File: src/rtl/tdc_pkg.sv
// -----------------------------------------------------------------------------
// tdc_pkg
// Shared definitions for the TDC back-end: the windowing FSM state encoding
// and the default code width / window size. The TDC wrapper and the link
// adaptation logic use the same defaults.
// -----------------------------------------------------------------------------
package tdc_pkg;

   localparam int TDC_CODE_W = 8;
   localparam int TDC_LOG2N  = 4;

   typedef enum logic [1:0] {
      IDLE  = 2'd0,
      ACCUM = 2'd1,
      DUMP  = 2'd2
   } tdc_state_e;

endpackage

File: src/rtl/tdc_code_diff.sv
// -----------------------------------------------------------------------------
// tdc_code_diff
// First-difference tracker: reports each accepted code minus the previously
// accepted one. No difference is reported for the first code after reset or
// after a clear.
//
// Ports
//   clk         system clock, posedge
//   rst         synchronous active-high reset
//   clear       forget the previous code (window abort)
//   code_in     unsigned code
//   code_valid  code is accepted this cycle
//   diff_out    signed code_in - prev, DIFF_W bits
//   diff_valid  one-cycle pulse when diff_out updates
// -----------------------------------------------------------------------------
module tdc_code_diff #(
   parameter int CODE_W = 8,
   parameter int DIFF_W = CODE_W + 1
) (
   input  logic              clk,
   input  logic              rst,
   input  logic              clear,
   input  logic [CODE_W-1:0] code_in,
   input  logic              code_valid,
   output logic [DIFF_W-1:0] diff_out,
   output logic              diff_valid
);

   logic [CODE_W-1:0] prev_q;
   logic              have_prev_q;
   logic [DIFF_W-1:0] diff_q, diff_d;
   logic              diff_valid_q;

   // Zero-extend both operands one bit past CODE_W so the two's-complement
   // result covers the full -(2^CODE_W-1) .. +(2^CODE_W-1) range.
   assign diff_d = {{(DIFF_W-CODE_W){1'b0}}, code_in}
                 - {{(DIFF_W-CODE_W){1'b0}}, prev_q};

   always_ff @(posedge clk) begin
      diff_valid_q <= 1'b0;
      if (rst) begin
         prev_q      <= '0;
         have_prev_q <= 1'b0;
         diff_q      <= '0;
      end else if (clear) begin
         prev_q      <= '0;
         have_prev_q <= 1'b0;
      end else if (code_valid) begin
         if (have_prev_q) begin
            diff_q       <= diff_d;
            diff_valid_q <= 1'b1;
         end
         prev_q      <= code_in;
         have_prev_q <= 1'b1;
      end
   end

   assign diff_out   = diff_q;
   assign diff_valid = diff_valid_q;

endmodule

File: src/rtl/tdc_code_avg.sv
// -----------------------------------------------------------------------------
// tdc_code_avg
// Windowed statistics over 2^LOG2N retimed TDC codes (floor average, min,
// max) plus a per-sample first difference.
//
// Ports
//   clk         system clock, posedge
//   rst         synchronous active-high reset
//   en          accumulation enable; dropping it mid-window aborts the window
//   code_in     unsigned TDC code
//   code_valid  single-cycle strobe qualifying code_in
//   avg_out     floor(sum/N) of the last completed window
//   min_out     minimum code of the last completed window
//   max_out     maximum code of the last completed window
//   avg_valid   one-cycle pulse when avg/min/max update
//   diff_out    signed code_in minus previous accepted code
//   diff_valid  one-cycle pulse when diff_out updates
// -----------------------------------------------------------------------------
module tdc_code_avg
   import tdc_pkg::*;
#(
   parameter int CODE_W = TDC_CODE_W,
   parameter int LOG2N  = TDC_LOG2N,
   parameter int DIFF_W = CODE_W + 1
) (
   input  logic              clk,
   input  logic              rst,
   input  logic              en,
   input  logic [CODE_W-1:0] code_in,
   input  logic              code_valid,
   output logic [CODE_W-1:0] avg_out,
   output logic [CODE_W-1:0] min_out,
   output logic [CODE_W-1:0] max_out,
   output logic              avg_valid,
   output logic [DIFF_W-1:0] diff_out,
   output logic              diff_valid
);

   localparam int ACC_W = CODE_W + LOG2N;
   localparam logic [LOG2N-1:0] CNT_LAST = {LOG2N{1'b1}};

   tdc_state_e        state_q;
   logic [ACC_W-1:0]  acc_q, acc_d;
   logic [LOG2N-1:0]  cnt_q;
   logic [CODE_W-1:0] win_min_q, win_max_q, min_d, max_d;
   logic [CODE_W-1:0] avg_q, min_out_q, max_out_q;
   logic              avg_valid_q;
   logic              accept, abort;

   // Samples are taken in ACCUM and also in DUMP, so a strobe landing on the
   // dump cycle starts the next window instead of being dropped.
   assign accept = code_valid && en && (state_q == ACCUM || state_q == DUMP);
   assign abort  = (state_q == ACCUM) && !en;

   // cnt_q == 0 marks the first sample of a window: load min/max directly.
   assign acc_d = acc_q + ACC_W'(code_in);
   assign min_d = (cnt_q == '0 || code_in < win_min_q) ? code_in : win_min_q;
   assign max_d = (cnt_q == '0 || code_in > win_max_q) ? code_in : win_max_q;

   always_ff @(posedge clk) begin
      avg_valid_q <= 1'b0;
      if (rst) begin
         state_q   <= IDLE;
         acc_q     <= '0;
         cnt_q     <= '0;
         win_min_q <= '0;
         win_max_q <= '0;
         avg_q     <= '0;
         min_out_q <= '0;
         max_out_q <= '0;
      end else begin
         case (state_q)
            IDLE: begin
               if (en) state_q <= ACCUM;
            end
            ACCUM: begin
               if (!en) begin
                  acc_q   <= '0;
                  cnt_q   <= '0;
                  state_q <= IDLE;
               end else if (code_valid) begin
                  acc_q     <= acc_d;
                  cnt_q     <= cnt_q + LOG2N'(1);   // wraps to 0 on the last one
                  win_min_q <= min_d;
                  win_max_q <= max_d;
                  if (cnt_q == CNT_LAST) state_q <= DUMP;
               end
            end
            DUMP: begin
               // acc_q holds the full window sum; the upper bits are floor(sum/N).
               avg_q       <= acc_q[ACC_W-1:LOG2N];
               min_out_q   <= win_min_q;
               max_out_q   <= win_max_q;
               avg_valid_q <= 1'b1;
               if (accept) begin
                  acc_q     <= ACC_W'(code_in);
                  cnt_q     <= LOG2N'(1);
                  win_min_q <= code_in;
                  win_max_q <= code_in;
               end else begin
                  acc_q <= '0;
                  cnt_q <= '0;
               end
               state_q <= en ? ACCUM : IDLE;
            end
            default: state_q <= IDLE;
         endcase
      end
   end

   assign avg_out   = avg_q;
   assign min_out   = min_out_q;
   assign max_out   = max_out_q;
   assign avg_valid = avg_valid_q;

   tdc_code_diff #(
      .CODE_W (CODE_W),
      .DIFF_W (DIFF_W)
   ) u_diff (
      .clk        (clk),
      .rst        (rst),
      .clear      (abort),
      .code_in    (code_in),
      .code_valid (accept),
      .diff_out   (diff_out),
      .diff_valid (diff_valid)
   );

endmodule
File: config.mk
export PLATFORM = sky130hd
export DESIGN_NAME = tdc_code_avg
export DESIGN_NICKNAME = d
export VERILOG_FILES = /design/src/rtl/tdc_pkg.sv /design/src/rtl/tdc_code_diff.sv /design/src/rtl/tdc_code_avg.sv
export SDC_FILE = /design/constraint.sdc
export NUM_CORES = 1
export LEC_CHECK = 0
export BUFFER_PORTS_ARGS = -buffer_cell sky130_fd_sc_hd__buf_2
export CELL_PAD_IN_SITES_DETAIL_PLACEMENT = 1
export CELL_PAD_IN_SITES_GLOBAL_PLACEMENT = 1
export CORE_MARGIN = 2
export CORE_UTILIZATION = 44
export CTS_CLUSTER_SIZE = 14
export DETAILED_ROUTE_END_ITERATION = 10
export GPL_TIMING_DRIVEN = 0
export PLACE_DENSITY_LB_ADDON = 0.1
export SKIP_LAST_GASP = 1
export SLEW_MARGIN = 20
export SYNTH_ARGS = -nofsm -noshare
export SYNTH_HDL_FRONTEND = slang
export SYNTH_SLANG_ARGS = --single-unit
File: constraint.sdc
create_clock -name clk -period 2.9 [get_ports clk]
set_input_delay 0.58 -clock clk [delete_from_list [all_inputs] [get_ports clk]]
set_output_delay 0.58 -clock clk [all_outputs]
set_load 0.03 [all_outputs]
### After elaboration in Yosys (flattened, before gate mapping)

Cells that the tools add are included.

| storage, ports and cells | value |
|---|---|
| logic and storage cells | 73 |
| output and inout bits | 35 |
| input port bits | 12 |
| register bits after elaboration | 78 |

| cells by class | value |
|---|---|
| add/sub/neg operators | 3 |
| reduce and logical (&&, ||, !) cells | 17 |
| equality and inequality tests | 11 |
| $lt $le $gt $ge | 2 |
| muxes and demuxes | 25 |
| bitwise logic cells | 2 |

Operators by type and width:

| operator | count |
|---|---|
| 8-bit 2-to-1 mux | 8 |
| 8-bit one-hot mux with 2 select lines | 2 |
| 12-bit 2-to-1 mux | 2 |
| 12-bit one-hot mux with 2 select lines | 1 |
| 12-bit by 8-bit adder with 12-bit output | 1 |
| 5-bit AND reduction | 2 |
| 8-bit by 8-bit subtractor with 9-bit output | 1 |
| 8-bit > comparator | 1 |
| 8-bit less-than comparator | 1 |
| 2-bit 2-to-1 mux | 4 |
| 4-bit 2-to-1 mux | 2 |
| 2-bit != test (second input constant) | 4 |
| 4-bit one-hot mux with 2 select lines | 1 |
| 2-bit one-hot mux with 3 select lines | 1 |
| 3-bit AND reduction | 2 |
| 4-bit by 1-bit adder with 4-bit output (second input constant) | 1 |
| 4-bit == test (second input constant) | 1 |
| 4-bit logical NOT | 1 |
| 1-bit 2-to-1 mux | 4 |
| 2-bit by 1-bit != test with 1-bit output (second input constant) | 2 |
| 1-bit logical AND | 3 |
| 1-bit logical OR | 3 |
| 3-bit by 2-bit != test with 1-bit output (second input constant) | 1 |
| 3-bit != test (second input constant) | 1 |
| 9 further kinds | 10 |

### Logic depth before layout (Yosys ltp)

| logic depth | value |
|---|---|
| depth in word-level cells | 6 |
| depth in mapped cells | 9 |
| gate-level depth less buffers | 8 |

### Modules after synthesis

A second synthesis with hierarchy kept.

| unflattened totals | value |
|---|---|
| cells, all modules | 474 |
| area total of the unflattened synthesis | 4,296.6 um^2 |

By module, submodules not included:

| module | seq. area each (um^2) | cells each | times used | area an instance (um^2) |
|---|---|---|---|---|
| tdc_code_avg | 1,181.1 | 355 | 1 | 3,240.6 |
| tdc_code_diff | 380.4 | 119 | 1 | 1,056.0 |

### Worst setup path after synthesis

Ideal clock, no wire load.

| timing | value |
|---|---|
| path kind | input to register |
| start point | in code_in[0] |
| end point | reg acc_q[10] |
| arrival time | 2.213 ns |
| stages on the path | 8 |
| required time | 2.777 ns |
| setup time | 0.123 ns |
| buffers on the path | 0 |
| slack | 0.564 ns |
| cell sequence | ha_1 inv_1 fa_1 nor2b_4 o31a_1 o41a_1 o2111ai_1 mux2_1 |

| on the way | value |
|---|---|
| cells in the longest elaborated chain, start to end | 4 |

Ends and longest elaborated chain:

| element | line | text |
|---|---|---|
| start: declaration | tdc_code_avg.sv:29 | `input logic [CODE_W-1:0] code_in,` |
| 12-bit by 8-bit adder with 12-bit output | tdc_code_avg.sv:56 | `assign acc_d = acc_q + ACC_W'(code_in);` |
| 12-bit 2-to-1 mux | tdc_code_avg.sv:81 | `end else if (code_valid) begin` |
| 12-bit 2-to-1 mux | tdc_code_avg.sv:77 | `if (!en) begin` |
| 12-bit one-hot mux with 2 select lines | tdc_code_avg.sv:72 | `case (state_q)` |
| end signal: assignment | tdc_code_avg.sv:96 | `acc_q <= ACC_W'(code_in);` |
| end: declaration | tdc_code_avg.sv:43 | `logic [ACC_W-1:0] acc_q, acc_d;` |

No other way between the ends. The select of a mux whose other input is x is not followed.
A chain may end at the register's enable or synchronous reset.

### Worst setup path in the final report

| timing | value |
|---|---|
| start point | reg state_q[0] |
| end point | reg win_min_q[2] |

| on the way | value |
|---|---|
| cells in the longest elaborated chain, start to end | 5 |
| elaborated cells between the ends (all ways) | 11 |
| classes of those cells | 6 x eq/ne; 1 x mux; 4 x reduce/logical |

Ends and longest elaborated chain:

| element | line | text |
|---|---|---|
| start: declaration | tdc_code_avg.sv:42 | `tdc_state_e state_q;` |
| start signal: assignment | tdc_code_avg.sv:104 | `state_q <= en ? ACCUM : IDLE;` |
| 2-bit by 1-bit == test with 1-bit output / 2-bit == test (equally long branches) | tdc_code_avg.sv:52, tdc_code_avg.sv:72 |  |
| 1-bit logical OR | tdc_code_avg.sv:52 | `assign accept = code_valid && en && (state_q == ACCUM \|\| state_q == DUMP);` |
| 1-bit logical AND | tdc_code_avg.sv:52 |  |
| 2-bit != test (no source line) | n/a |  |
| 5-bit AND reduction (no source line) | n/a |  |
| end signal: assignment | tdc_code_avg.sv:84 | `win_min_q <= min_d;` |
| end signal: assignment | tdc_code_avg.sv:98 | `win_min_q <= code_in;` |
| end: declaration | tdc_code_avg.sv:45 | `logic [CODE_W-1:0] win_min_q, win_max_q, min_d, max_d;` |

Parallel ways exist; a longest one is shown, timed or not.

==> impl_results.md <==
- Status: finished clean
- Most common cell in the netlist: dfxtp_1
- Layout cell share with drive strength beyond 1: 12.4%
- Pin count of the biggest net entering global routing: 14
- Clock Sinks: 78
- Setup crit end kind: register
- Routed WL: 12600 µm
- Clk_skew: 0.0151 ns
- Post-synthesis cell type count: 54
- Register area share after synthesis: 36.0%
- #FFs+latches synth: 78
- Slew Limit Fails: 0
- Worst Hold Class: reg -> reg
- WP data arrival: 2.80 ns
- Row cnt: 36
- Crit path depth: 8
- Core ar.: 0.00968 mm²
- Area Growth Syn to Fin: 14.9%
- Area leader, netlist: dfxtp_1
- First-pass GRT wire length: 20700 µm
- Layout Utilization: 51.4%
- Starting Density: 44.7%
- CTS H-tree depth: 3
- Vias per cell: 5.72
- Required @ worst endpoint: 3.14 ns
- WS Path Type: reg -> reg
- Synth area leaders: dfxtp_1, ha_1, mux2i_1, nor2_1, nand2_1
- CTS resizes: 0
- Routability Congestion: 0.884
- Fin Setup TNS: 0 ns
- Pwr/cell area: 542 mW/mm²
- Post-synth EDFFs: 0
- Register-to-register setup slack: 0.34 ns
- Slew margin rel.: 39.4%
- I/O Pins: 47
- Tcrit/Tclk final: 88.3%
- Die Width: 103 µm
- Commonest cells in the netlist: dfxtp_1, nor2_1, nand2_1, ha_1, inv_1
- CTS root buf: clkbuf_8
- Avg Synthesized Cell Area: 8.35 µm²
- Buf/Inv on CP: 3
- Worst skew pair latency: 0.38 ns
- WL met2: 6020 µm
- WL met1: 5770 µm
- Hold Vio Cnt, Final: 0
- Drt wl/cell: 17.7 µm
- Critical Path End: win_min_q[2]
- Crit Path Max Fanout: 10
- Final min period: 2.56 ns
- Syn Inst Count: 519
- WL met3: 566 µm
- Static leakage: 1.98 nW
- Initial antenna violation count: 0
- Dpl ws: 0.186 ns
- Crit-path slowest cell: o21ai_1
- Gr usage total: 25.5%
- Top_reg_cell synth: dfxtp_1
- Worst vdd ir: 0.280 mV
- CTS tree: done
- CTS buffer count: 9
- Nets: 627
- Routed Antenna Nets: 0
- Post-Syn Nets: 570
- Antenna cells: 0
- Cts hold-fix bufs: 0
- Die height: 103 µm
- GRT overflow: 0
- Critical R2R Launch: state_q[0]
- Final setup viols: 0
- DRT iter0 DRCs: 126
- RSZ-0062 raised after global routing: no
- CTS Buffer Depth: 2
- Via count: 4082
- PortBufs: 46
- Slew at the pin closest to its max-slew limit: 0.902 ns
- Setup WS post-layout: 0.340 ns
- CP peak stage delay: 0.60 ns
- Cells along the critical path: inv_1 -> ha_1 -> buf_2 -> nor2_1 -> o21ai_1 -> clkbuf_1 -> a32oi_1 -> o311ai_0
- Mapped cell area: 0.00433 mm²
- Drt pass-1 iters: 4
- R2R Path End: win_min_q[2]
- Startpoint Class: register
- Critical path launch point: state_q[0]
- Top-area cell type share of the netlist area: 36.0%
- # DRC: 0
- Crit-path leading delay family: compound AO/OA/AOI/OAI gates
- Max_cap viols: 0
- Post-CTS setup buffers: 0
- F_max: 391 MHz
- Clk slew on worst S/H paths: 0.09 ns
- Vias in the first global route: 4039
- Die area: 0.0107 mm²
- Async set-or-reset flop fraction in the synthesized netlist: 0%
- R2R depth: 8
- Detailed placement HPWL: 9360 µm
- Top sig layer: met4
- Yosys Warn Count: 0
power by group:
group	internal [mW]	total, mW	leakage [nW]	switching [mW]
Clock	0.597	1.03	0.120	0.436
Combinational	0.183	0.505	1.23	0.322
Sequential	1.12	1.16	0.632	0.0415
final cells by class:
cell class / instances / area [µm²]
fillers: 1215 / 4710
well taps: 133 / 166
inverters: 38 / 143
plain buffers: 25 / 103
clock buffers: 11 / 141
multi-input cells: 378 / 2520
clock inverters: 5 / 106
repair buffers: 46 / 230
flip-flops and latches: 78 / 1560
tightest hold or removal path, delay by kind of cell, from the launching register on:
| family | cells | cell delay [ns] |
|---|---|---|
| simple gates | 1 | 0.05 |
| flops | 1 | 0.32 |
| compound gates | 1 | 0.05 |
how the worst min path moves through the flow:
stage,start,endpoint,cells after the start
finish,u_diff.diff_out[3],u_diff.diff_out[3],2
global route,u_diff.diff_out[3],u_diff.diff_out[3],2
CTS,u_diff.diff_out[3],u_diff.diff_out[3],2
detailed placement,u_diff.diff_out[3],u_diff.diff_out[3],2
global placement,u_diff.diff_out[3],u_diff.diff_out[3],2
floorplan,u_diff.prev_q[2],u_diff.prev_q[2],2
registers in the layout, indices dropped and copies added (netlist names):
register,count
acc_q,12
avg_out,8
avg_valid,1
cnt_q,4
max_out,8
min_out,8
state_q,2
u_diff.diff_out,9
u_diff.diff_valid,1
u_diff.have_prev_q,1
u_diff.prev_q,8
win_max_q,8
win_min_q,8
kinds of logic (layout without fill, tap and decap cells):
logic type,Yosys count,in the layout,share of synthesized area [%]
and+or+nand+nor,176,176,19.0
AOI/OAI and AO/OA,127,127,19.4
adders and majority gates,39,39,11.6
buffers and inverters,63,125,5.66
xor gates and xnor gates,2,2,0.404
muxes,34,34,7.89
DFF,78,78,36.0
placed cells by master, fill, tap and decap left out, types with 5 or more instances in the layout:
| cell type | netlist | layout |
|---|---|---|
| dfxtp_1 | 78 | 78 |
| nand4_1 | 12 | 12 |
| a211oi_1 | 5 | 5 |
| or3_1 | 6 | 6 |
| o21a_1 | 8 | 8 |
| nand3_1 | 10 | 10 |
| ha_1 | 37 | 37 |
| clkbuf_1 | 16 | 17 |
| nand2_1 | 52 | 52 |
| o21ai_0 | 25 | 25 |
| a31oi_1 | 6 | 6 |
| o311ai_0 | 9 | 9 |
| mux2i_1 | 33 | 33 |
| buf_2 | 6 | 52 |
| inv_1 | 36 | 36 |
| a21oi_1 | 33 | 33 |
| nor2_1 | 60 | 60 |
| nor3_1 | 11 | 11 |
| a32oi_1 | 9 | 9 |
| clkbuf_8 | 0 | 10 |
per-layer routing:
metal | global-route usage, % | vias up
met5 | 0 | -
met3 | 4.70 | 22
met1 | 32.8 | 1983
met4 | 10.1 | 0
li1 | - | 1982
met2 | 42.4 | 95
metrics by stage:
stage                     std cells  power, mW  instance area (µm²)  hold slack [ns]
after floorplan                 519       1.53                 4330            0.436
after global placement          698       1.66                 4730            0.437
after detailed placement        698       1.68                 4730            0.442
after CTS                       714       2.72                 4980            0.454
after global routing            714       2.82                 4980            0.472
final                           714       2.70                 4980            0.456
Note: power is estimated with default switching activity, not from simulation.
